## src/rtl/adf_spi_pkg.sv

```systemverilog
// Shared definitions for the ADF PLL sequenced SPI writer: FSM encodings and
// counter width helper.
package adf_spi_pkg;

  typedef logic [2:0] state_t;

  localparam state_t ST_IDLE   = 3'd0;
  localparam state_t ST_LOAD   = 3'd1;
  localparam state_t ST_CLK_LO = 3'd2;
  localparam state_t ST_CLK_HI = 3'd3;
  localparam state_t ST_TAIL   = 3'd4;
  localparam state_t ST_LATCH  = 3'd5;

  // Width of a counter that must hold values 0..max_val.
  function automatic int cnt_w(input int max_val);
    return $clog2(max_val) + 1;
  endfunction

endpackage

```

## src/rtl/adf_word_fifo.sv

```systemverilog
// Synchronous word FIFO; push on full and pop on empty are ignored, and a
// simultaneous push/pop is honoured.
module adf_word_fifo #(
  parameter int DATA_W = 32,
  parameter int DEPTH  = 8
) (
  input  logic                     clk_i,
  input  logic                     rst_i,
  input  logic                     push_i,
  input  logic                     pop_i,
  input  logic [DATA_W-1:0]        data_i,
  output logic [DATA_W-1:0]        data_o,
  output logic                     full_o,
  output logic                     empty_o,
  output logic [$clog2(DEPTH):0]   count_o
);

  localparam int AW = $clog2(DEPTH);

  logic [DATA_W-1:0] mem_q [DEPTH];
  logic [AW-1:0]     wr_ptr_q;
  logic [AW-1:0]     rd_ptr_q;
  logic [AW:0]       count_q;
  logic              push_ok_s;
  logic              pop_ok_s;

  assign full_o    = (count_q == (AW+1)'(DEPTH));
  assign empty_o   = (count_q == {(AW+1){1'b0}});
  assign count_o   = count_q;
  assign data_o    = mem_q[rd_ptr_q];
  assign push_ok_s = push_i & ~full_o;
  assign pop_ok_s  = pop_i & ~empty_o;

  always_ff @(posedge clk_i) begin
    if (push_ok_s) begin
      mem_q[wr_ptr_q] <= data_i;
    end
  end

  always_ff @(posedge clk_i) begin
    if (rst_i) begin
      wr_ptr_q <= {AW{1'b0}};
      rd_ptr_q <= {AW{1'b0}};
      count_q  <= {(AW+1){1'b0}};
    end else begin
      if (push_ok_s) wr_ptr_q <= wr_ptr_q + AW'(1);
      if (pop_ok_s)  rd_ptr_q <= rd_ptr_q + AW'(1);
      case ({push_ok_s, pop_ok_s})
        2'b10:   count_q <= count_q + (AW+1)'(1);
        2'b01:   count_q <= count_q - (AW+1)'(1);
        default: count_q <= count_q;
      endcase
    end
  end

endmodule

```

## src/rtl/adf_spi_seq_writer.sv

```systemverilog
// Queued ADF4351 register writer: words pushed into a FIFO are shifted out
// MSB-first on ADF_CLK/ADF_DATA, each framed by ADF_LE.
module adf_spi_seq_writer
  import adf_spi_pkg::*;
#(
  parameter int DATA_W    = 32,
  parameter int DEPTH     = 8,
  parameter int CLK_DIV   = 2,
  parameter int LE_HI_CYC = 2
) (
  input  logic                    CLK,
  input  logic                    RST,
  input  logic                    WR_VALID,
  input  logic [DATA_W-1:0]       WR_DATA,
  output logic                    WR_READY,
  output logic [$clog2(DEPTH):0]  LEVEL,
  output logic                    BUSY,
  output logic                    WORD_DONE,
  output logic                    SEQ_DONE,
  output logic                    OVF,
  output logic                    ADF_CLK,
  output logic                    ADF_DATA,
  output logic                    ADF_LE
);

  localparam int DIV_W = cnt_w(CLK_DIV);
  localparam int LE_W  = cnt_w(LE_HI_CYC);
  localparam int BC_W  = cnt_w(DATA_W);
  localparam logic [DIV_W-1:0] DIV_LAST = DIV_W'(CLK_DIV - 1);
  localparam logic [LE_W-1:0]  LE_LAST  = LE_W'(LE_HI_CYC - 1);
  localparam logic [BC_W-1:0]  BIT_LAST = BC_W'(DATA_W - 1);

  state_t            state_q, state_d;
  logic [DATA_W-1:0] sr_q, sr_d;
  logic [BC_W-1:0]   bitcnt_q, bitcnt_d;
  logic [DIV_W-1:0]  div_q, div_d;
  logic [LE_W-1:0]   le_cnt_q, le_cnt_d;
  logic              clk_q, clk_d, data_q, data_d, le_q, le_d;
  logic              busy_q, busy_d, wd_q, wd_d, sd_q, sd_d, ovf_q, ovf_d;

  logic              fifo_push_s, fifo_pop_s, fifo_full_s, fifo_empty_s;
  logic [DATA_W-1:0] fifo_dout_s;

  assign fifo_push_s = WR_VALID & ~fifo_full_s;

  adf_word_fifo #(.DATA_W(DATA_W), .DEPTH(DEPTH)) u_fifo (
    .clk_i   (CLK),
    .rst_i   (RST),
    .push_i  (fifo_push_s),
    .pop_i   (fifo_pop_s),
    .data_i  (WR_DATA),
    .data_o  (fifo_dout_s),
    .full_o  (fifo_full_s),
    .empty_o (fifo_empty_s),
    .count_o (LEVEL)
  );

  always_comb begin
    state_d    = state_q;
    sr_d       = sr_q;
    bitcnt_d   = bitcnt_q;
    div_d      = div_q;
    le_cnt_d   = le_cnt_q;
    clk_d      = clk_q;
    data_d     = data_q;
    le_d       = le_q;
    busy_d     = busy_q;
    wd_d       = 1'b0;
    sd_d       = 1'b0;
    fifo_pop_s = 1'b0;
    // A full FIFO rejects even when a pop happens in the same cycle.
    ovf_d      = ovf_q | (WR_VALID & fifo_full_s);
    case (state_q)
      ST_IDLE: begin
        le_d  = 1'b1;
        clk_d = 1'b0;
        if (!fifo_empty_s) begin
          fifo_pop_s = 1'b1;
          sr_d       = fifo_dout_s;
          bitcnt_d   = BIT_LAST;
          busy_d     = 1'b1;
          state_d    = ST_LOAD;
        end else begin
          busy_d = 1'b0;
        end
      end
      ST_LOAD: begin
        le_d    = 1'b0;
        data_d  = sr_q[DATA_W-1];
        div_d   = {DIV_W{1'b0}};
        state_d = ST_CLK_LO;
      end
      ST_CLK_LO: begin
        if (div_q == DIV_LAST) begin
          div_d   = {DIV_W{1'b0}};
          clk_d   = 1'b1;
          state_d = ST_CLK_HI;
        end else begin
          div_d = div_q + DIV_W'(1);
        end
      end
      ST_CLK_HI: begin
        if (div_q == DIV_LAST) begin
          div_d = {DIV_W{1'b0}};
          clk_d = 1'b0;
          if (bitcnt_q == {BC_W{1'b0}}) begin
            state_d = ST_TAIL;
          end else begin
            bitcnt_d = bitcnt_q - BC_W'(1);
            sr_d     = {sr_q[DATA_W-2:0], 1'b0};
            data_d   = sr_q[DATA_W-2];
            state_d  = ST_CLK_LO;
          end
        end else begin
          div_d = div_q + DIV_W'(1);
        end
      end
      ST_TAIL: begin
        if (div_q == DIV_LAST) begin
          div_d    = {DIV_W{1'b0}};
          le_d     = 1'b1;
          wd_d     = 1'b1;
          le_cnt_d = {LE_W{1'b0}};
          state_d  = ST_LATCH;
        end else begin
          div_d = div_q + DIV_W'(1);
        end
      end
      ST_LATCH: begin
        if (le_cnt_q == LE_LAST) begin
          if (!fifo_empty_s) begin
            fifo_pop_s = 1'b1;
            sr_d       = fifo_dout_s;
            bitcnt_d   = BIT_LAST;
            state_d    = ST_LOAD;
          end else begin
            busy_d  = 1'b0;
            sd_d    = 1'b1;
            state_d = ST_IDLE;
          end
        end else begin
          le_cnt_d = le_cnt_q + LE_W'(1);
        end
      end
      default: begin
        state_d = ST_IDLE;
        clk_d   = 1'b0;
        data_d  = 1'b0;
        le_d    = 1'b1;
        busy_d  = 1'b0;
      end
    endcase
  end

  always_ff @(posedge CLK) begin
    if (RST) begin
      state_q  <= ST_IDLE;
      sr_q     <= {DATA_W{1'b0}};
      bitcnt_q <= {BC_W{1'b0}};
      div_q    <= {DIV_W{1'b0}};
      le_cnt_q <= {LE_W{1'b0}};
      clk_q    <= 1'b0;
      data_q   <= 1'b0;
      le_q     <= 1'b1;
      busy_q   <= 1'b0;
      wd_q     <= 1'b0;
      sd_q     <= 1'b0;
      ovf_q    <= 1'b0;
    end else begin
      state_q  <= state_d;
      sr_q     <= sr_d;
      bitcnt_q <= bitcnt_d;
      div_q    <= div_d;
      le_cnt_q <= le_cnt_d;
      clk_q    <= clk_d;
      data_q   <= data_d;
      le_q     <= le_d;
      busy_q   <= busy_d;
      wd_q     <= wd_d;
      sd_q     <= sd_d;
      ovf_q    <= ovf_d;
    end
  end

  assign WR_READY  = ~fifo_full_s;
  assign BUSY      = busy_q;
  assign WORD_DONE = wd_q;
  assign SEQ_DONE  = sd_q;
  assign OVF       = ovf_q;
  assign ADF_CLK   = clk_q;
  assign ADF_DATA  = data_q;
  assign ADF_LE    = le_q;

endmodule

```

## config.mk

```make
export PLATFORM = sky130hd
export DESIGN_NAME = adf_spi_seq_writer
export DESIGN_NICKNAME = d
export VERILOG_FILES = /design/src/rtl/adf_spi_pkg.sv /design/src/rtl/adf_word_fifo.sv /design/src/rtl/adf_spi_seq_writer.sv
export SDC_FILE = /design/constraint.sdc
export NUM_CORES = 1
export LEC_CHECK = 0
export ABC_CLOCK_PERIOD_IN_PS = 9240
export CORE_MARGIN = 8
export CORE_UTILIZATION = 60
export DETAILED_ROUTE_END_ITERATION = 10
export PLACE_DENSITY = 0.79
export SLEW_MARGIN = 20
export SYNTH_ARGS = -nofsm -noshare
export SYNTH_HDL_FRONTEND = slang
export SYNTH_SLANG_ARGS = --single-unit
```

## constraint.sdc

```tcl
create_clock -name CLK -period 9.24 [get_ports CLK]
set_input_delay 2.31 -clock CLK [delete_from_list [all_inputs] [get_ports CLK]]
set_output_delay 2.31 -clock CLK [all_outputs]
set_load 0.03 [all_outputs]
```

; ---- After elaboration in Yosys (flattened, before gate mapping)
; Memories as Yosys holds them, arrays and structs flattened. A register that Yosys moved wholly into a read port is not among the register bits.
; Index checks and enable logic that the tools add are counted.
[word_totals]
register_bits = 62
mem_bits_rw = 256
input_bits = 35
n_memories = 1
[op_classes]
addsub = 7
eq_ne = 18
n_mux = 43
bitwise = 14
n_reduce_logical = 21
[memory_table]
columns = memory, words, word_bits, read_ports, rd_ports_with_merged_regs, wr, line
row1 = u_fifo.mem_q, 8, 32, 1, 1, 1, adf_word_fifo.sv:20  ; logic [DATA_W-1:0] mem_q [DEPTH];
[ops]
columns = operator, count
row1 = $mux W32, 4
row2 = $pmux W32 S3, 1
row3 = $mux W3, 8
row4 = $mux W6, 4
row5 = $pmux W3 S6, 1
row6 = $pmux W6 S3, 1
row7 = $ne A2 B2 Y1 const B, 8
row8 = $mux W1, 13
row9 = $pmux W1 S3, 4
row10 = $reduce_and A3 Y1, 4
row11 = $reduce_or A3 Y1, 4
row12 = $not A1 Y1, 9
row13 = $pmux W2 S2, 2
row14 = $pmux W4 S2, 1
row15 = $reduce_or A4 Y1, 2
row16 = $add A3 B1 Y3 const B, 2
row17 = $eq A2 B1 Y1 const B, 3
row18 = $eq A3 B2 Y1 const B, 2
row19 = $eq A3 B3 Y1 const B, 2
row20 = $logic_not A6 Y1, 1
row21 = $mux W2, 3
row22 = $reduce_bool A2 Y1, 3
row23 = $sub A6 B1 Y6 const B, 1
row24 = $reduce_and A5 Y1, 1
row25 = other kinds (15), 19

; ---- Longest topological paths before layout
[logic_depth]
word_depth = 7
mapped_depth = 11
depth_no_buf = 11

; ---- Hierarchy
; Synthesis repeated with hierarchy kept, for this count alone.
[unflattened]
cells_unflattened = 754
hier_area_um2 = 13023.7
[modules_own_cells]
columns = module, n_inst, cells_per_inst, area_per_inst_um2
row1 = adf_word_fifo, 1, 444, 10513.8
row2 = adf_spi_seq_writer, 1, 310, 2509.9

; ---- Worst setup path before layout
; No wires, ideal clock.
[synth_path]
path_kind = input-to-reg
from = input WR_VALID
to = memory u_fifo.mem_q[0][0] (enable)
setup_time_ns = 0.501
arrival_ns = 5.830
required_ns = 8.739
setup_slack_ns = 2.909
stages = 3
path_buffers = 0
cell_sequence = nor2b_1 -> inv_1 -> nor4_1
[synth_via]
elab_chain_cells = 4
[synth_lines]
columns = element, line
row1 = start: declaration, adf_spi_seq_writer.sv:13  ; input logic WR_VALID,
row2 = $and A1 B1 Y1, adf_spi_seq_writer.sv:44  ; assign fifo_push_s = WR_VALID & ~fifo_full_s;
row3 = $and A1 B1 Y1, adf_word_fifo.sv:31  ; assign push_ok_s = push_i & ~full_o;
row4 = $mux W1, adf_word_fifo.sv:35  ; if (push_ok_s) begin
row5 = $mux W1 (not written as such), adf_word_fifo.sv:36  ; mem_q[wr_ptr_q] <= data_i;
row6 = end: declaration, adf_word_fifo.sv:20
; No other way between the ends.

; ---- Final worst setup path
[layout_path]
from = register u_fifo.count_q[1] (netlist: u_fifo.count_o[1])
to = output WR_READY
[layout_via]
elab_chain_cells = 2
[layout_lines]
columns = element, line
row1 = start: declaration, adf_word_fifo.sv:23  ; logic [AW:0] count_q;
row2 = start signal: assignment, adf_word_fifo.sv:44  ; count_q <= {(AW+1){1'b0}};
row3 = start signal: assignment, adf_word_fifo.sv:49  ; 2'b10: count_q <= count_q + (AW+1)'(1);
row4 = start signal: assignment, adf_word_fifo.sv:50  ; 2'b01: count_q <= count_q - (AW+1)'(1);
row5 = $eq A4 B4 Y1, adf_word_fifo.sv:27  ; assign full_o = (count_q == (AW+1)'(DEPTH));
row6 = $not A1 Y1, adf_spi_seq_writer.sv:185  ; assign WR_READY = ~fifo_full_s;
row7 = end: declaration, adf_spi_seq_writer.sv:15  ; output logic WR_READY,
; No other way between the ends.

==> metrics.csv <==
stage,metric,value,unit
drt,mean routed wirelength per cell,20.4,um
timing,RSZ-0062 raised after global routing,false,
synth,YS warnings,0,
synth,ys async rst share,0,%
timing,post-route setup TNS,0,ps
floorplan,Initial Utilization,61.0,%
drt,drt total wl,24.6,mm
grt,met1 Usage GRT,24.7,%
drt,DR vias,7380,
setup_path,CP required,6930,ps
run,Max-Cap Viols,0,
setup_path,R2R Path End,sr_q[9]$_SDFFE_PP0P_,
setup_path,Setup Crit Path Kind,reg -> out,
setup_path,R2R cell count,6,
setup_path,startpoint class of the critical path,flop,
finish,fillers,1365,
timing,Fin Hold WS,475,ps
synth,"FF+latch count, synth",321,
floorplan,I/O Pins,47,
floorplan,Die Area,26300,um^2
timing,period utilization,47.6,%
setup_path,reg2reg setup slack,6230,ps
placement,instance area at placement,13500,um^2
setup_path,CP cell instances,nor4b_1 > inv_1 > clkdlybuf4s50_1,
synth,post-synthesis sequential area ratio,70.1,%
drt,Antenna Nets Post-Route,0,
cts,H-Tree Depth,1,
setup_path,CP Max Fanout,10,
grt,Overflow after GRT,0,
cts,Longest Clk Path Bufs,3,
synth,"EDFF count, synth",256,
cts,CTS tree,done,
timing,fmax,227,MHz
cts,Clock Latency Late Sink,550,ps
floorplan,Core Area,21000,um^2
grt,gr busiest metal,met2,
cts,Clock transition at path regs,60,ps
timing,Slew headroom,31.2,%
synth,synthesized area,12800,um^2
cts,"Hold-fix buffers, CTS",0,
finish,final non-filler cell total,1208,
floorplan,DIE WIDTH,162,um
pwr,worst ir drop on vdd,0.000210,V
synth,Area contributors post-synth,"edfxtp_1 (60%), dfxtp_1 (10%), mux2i_1 (9.9%)",
cts,Num CTS Buffers,30,
synth,syn_area_per_cell,14.7,um^2
synth,"Top FF cell, synth",edfxtp_1,
setup_path,CP endpoint,WR_READY,
cts,CTS resizes,0,
timing,Final Hold Viols,0,
drt,drt first pass iters,5,
finish,Final #Nets,952,
grt,vias in the first global route,7468,
cts,# clock sinks,321,
run_status,status,"complete, no violations",
timing,min cycle time layout,4400,ps
synth,Syn Nets,916,
drt,Vias per Instance,6.11,
placement,RePlAce Congestion,0.804,
finish,"Design Area, Final",14600,um^2
cts,post-CTS setup buffers,0,
finish,"leading cell type in the layout, fill and taps excluded",edfxtp_1,
grt,met3 usage,2.66,%
finish,area delta synth->final,13.6,%
placement,number of buffers inserted by port buffering,46,
timing,clock skew,16.7,ps
pwr,Leak,0.00456,uW
finish,most frequent cells in the layout,"edfxtp_1 (256), mux2i_1 (127), a22oi_1 (65)",
grt,initial antenna violation count,0,
finish,ANT cells,0,
placement,placed cell count,1151,
pwr,PD cells,276,nW/um^2
synth,cells after synthesis,873,
synth,Yosys cell types,53,
synth,"area leader, netlist",edfxtp_1,
setup_path,Crit. Startpoint,u_fifo.count_o[1]$_SDFFE_PP0P_,
setup_path,worst path arrival time,2090,ps
setup_path,CP Capture Type,output port,
setup_path,Worst path slowest cell,clkdlybuf4s50_1,
drt,Residual DRC,0,
hold_path,path category of the worst min-delay check,reg -> reg,
floorplan,Site Rows,53,
timing,endpoints failing setup,0,
floorplan,DIE HEIGHT,162,um
placement,Final HPWL DP,13.4,mm
finish,share of layout cells above drive strength 1,9.75,%
grt,first-pass GRT wire length,39.6,mm
drt,1st-iter DRT viols,707,
timing,slew at the pin closest to its max-slew limit,1030,ps
grt,pin count of the biggest net entering global routing,71,
timing,Final Max Slew Viols,0,
synth,post-synth top area share,59.9,%
grt,GR Util All Layers,18.8,%
pwr,Power Total,4020,uW
cts,Root Buffer,clkbuf_16,
setup_path,slowest cell delay on critical path,600,ps
grt,M2 GR Usage,32.0,%
-- state kept, by name (all words and copies together), names as in the netlist, named ones only --
name             flops
u_fifo.count_o       4
u_fifo.wr_ptr_q      3
ADF_CLK              1
SEQ_DONE             1
OVF                  1
le_cnt_q             2
state_q              3
u_fifo.rd_ptr_q      3
bitcnt_q             6
ADF_DATA             1
div_q                2
sr_q                32
BUSY                 1
WORD_DONE            1
ADF_LE               1
u_fifo.mem_q       256
-- worst min path at each step --
stage          cells after the start                   end                 start  slack [ps]
6_report                           2        OVF$_SDFF_PP0_        OVF$_SDFF_PP0_         480
3_5_place_dp                       2        OVF$_SDFF_PP0_        OVF$_SDFF_PP0_         470
2_1_floorplan                      2  sr_q[1]$_SDFFE_PP0P_  sr_q[0]$_SDFFE_PP0P_         450
5_1_grt                            2  sr_q[4]$_SDFFE_PP0P_  sr_q[3]$_SDFFE_PP0P_         500
3_3_place_gp                       2        OVF$_SDFF_PP0_        OVF$_SDFF_PP0_         450
4_1_cts                            2  sr_q[4]$_SDFFE_PP0P_  sr_q[3]$_SDFFE_PP0P_         480
-- where the power goes --
| part | leakage, uW | switching [uW] | internal [uW] |
|---|---|---|---|
| registers | 0.00286 | 122 | 1740 |
| logic | 0.00122 | 573 | 353 |
| clock network | 0.000476 | 509 | 718 |
-- per-stage QoR --
stage / util (%) / setup slack [ps]
2_1_floorplan: - / 2910
3_3_place_gp: 64.4 / 4440
3_5_place_dp: 64.4 / 4410
4_1_cts: 69.2 / 4790
5_1_grt: 69.3 / 4610
6_report: 69.3 / 4840
-- routing by layer --
metal | wire length [um] | vias to the layer above | share of wire, %
li1 | - | 3457 | -
met1 | 10500 | 3685 | 43
met2 | 12400 | 199 | 50
met3 | 1310 | 39 | 5.3
met4 | 428 | 0 | 1.7
met5 | 0 | - | 0
-- kinds of logic (layout without fill, tap and decap cells) --
kind of cell	Yosys count	after routing	synth area share [%]
compound gates	152	152	9.37
xor+xnor	9	9	0.615
fa+ha+maj	8	8	0.780
buf+inv	66	126	2.24
flops	321	321	70.1
mux	128	128	10.1
simple gates	189	189	6.82
-- synth_stat cells, types with 2 or more instances --
cell type	instances
o31ai_1	2
a31oi_1	4
buf_1	5
or3_1	2
buf_6	2
a311oi_2	10
nand3b_1	2
nor4_1	4
ha_1	8
inv_1	8
a2111oi_0	2
a211oi_1	7
dfxtp_1	65
xnor2_1	4
mux2i_1	127
nand2b_1	5
a22oi_1	65
clkbuf_1	30
and3_1	3
nor3_1	8
a21oi_2	2
buf_2	20
a21oi_1	14
o21ai_0	11
nand2_1	52
xor2_1	5
edfxtp_1	256
nor2_1	60
nand3_1	35
nor2b_1	9
a311oi_1	24
-- layout make-up --
cell class,count,area [um^2],share of cell area [%]
Tap cell,275,344,2.36
Clock inverter,14,163,1.12
Timing Repair Buffer,61,584,4.01
Sequential cell,321,8990,61.7
Inverter,9,33.8,0.232
Multi-Input combinational cell,486,3620,24.8
Clock buffer,42,837,5.74
-- worst max-delay path: cells and delay by family, from the launching register on --
family | cells | cell delay, ps
DFF | 1 | 410
buffers and inverters | 2 | 680
and+or+nand+nor | 1 | 470
Note: power is estimated with default switching activity, not from simulation.
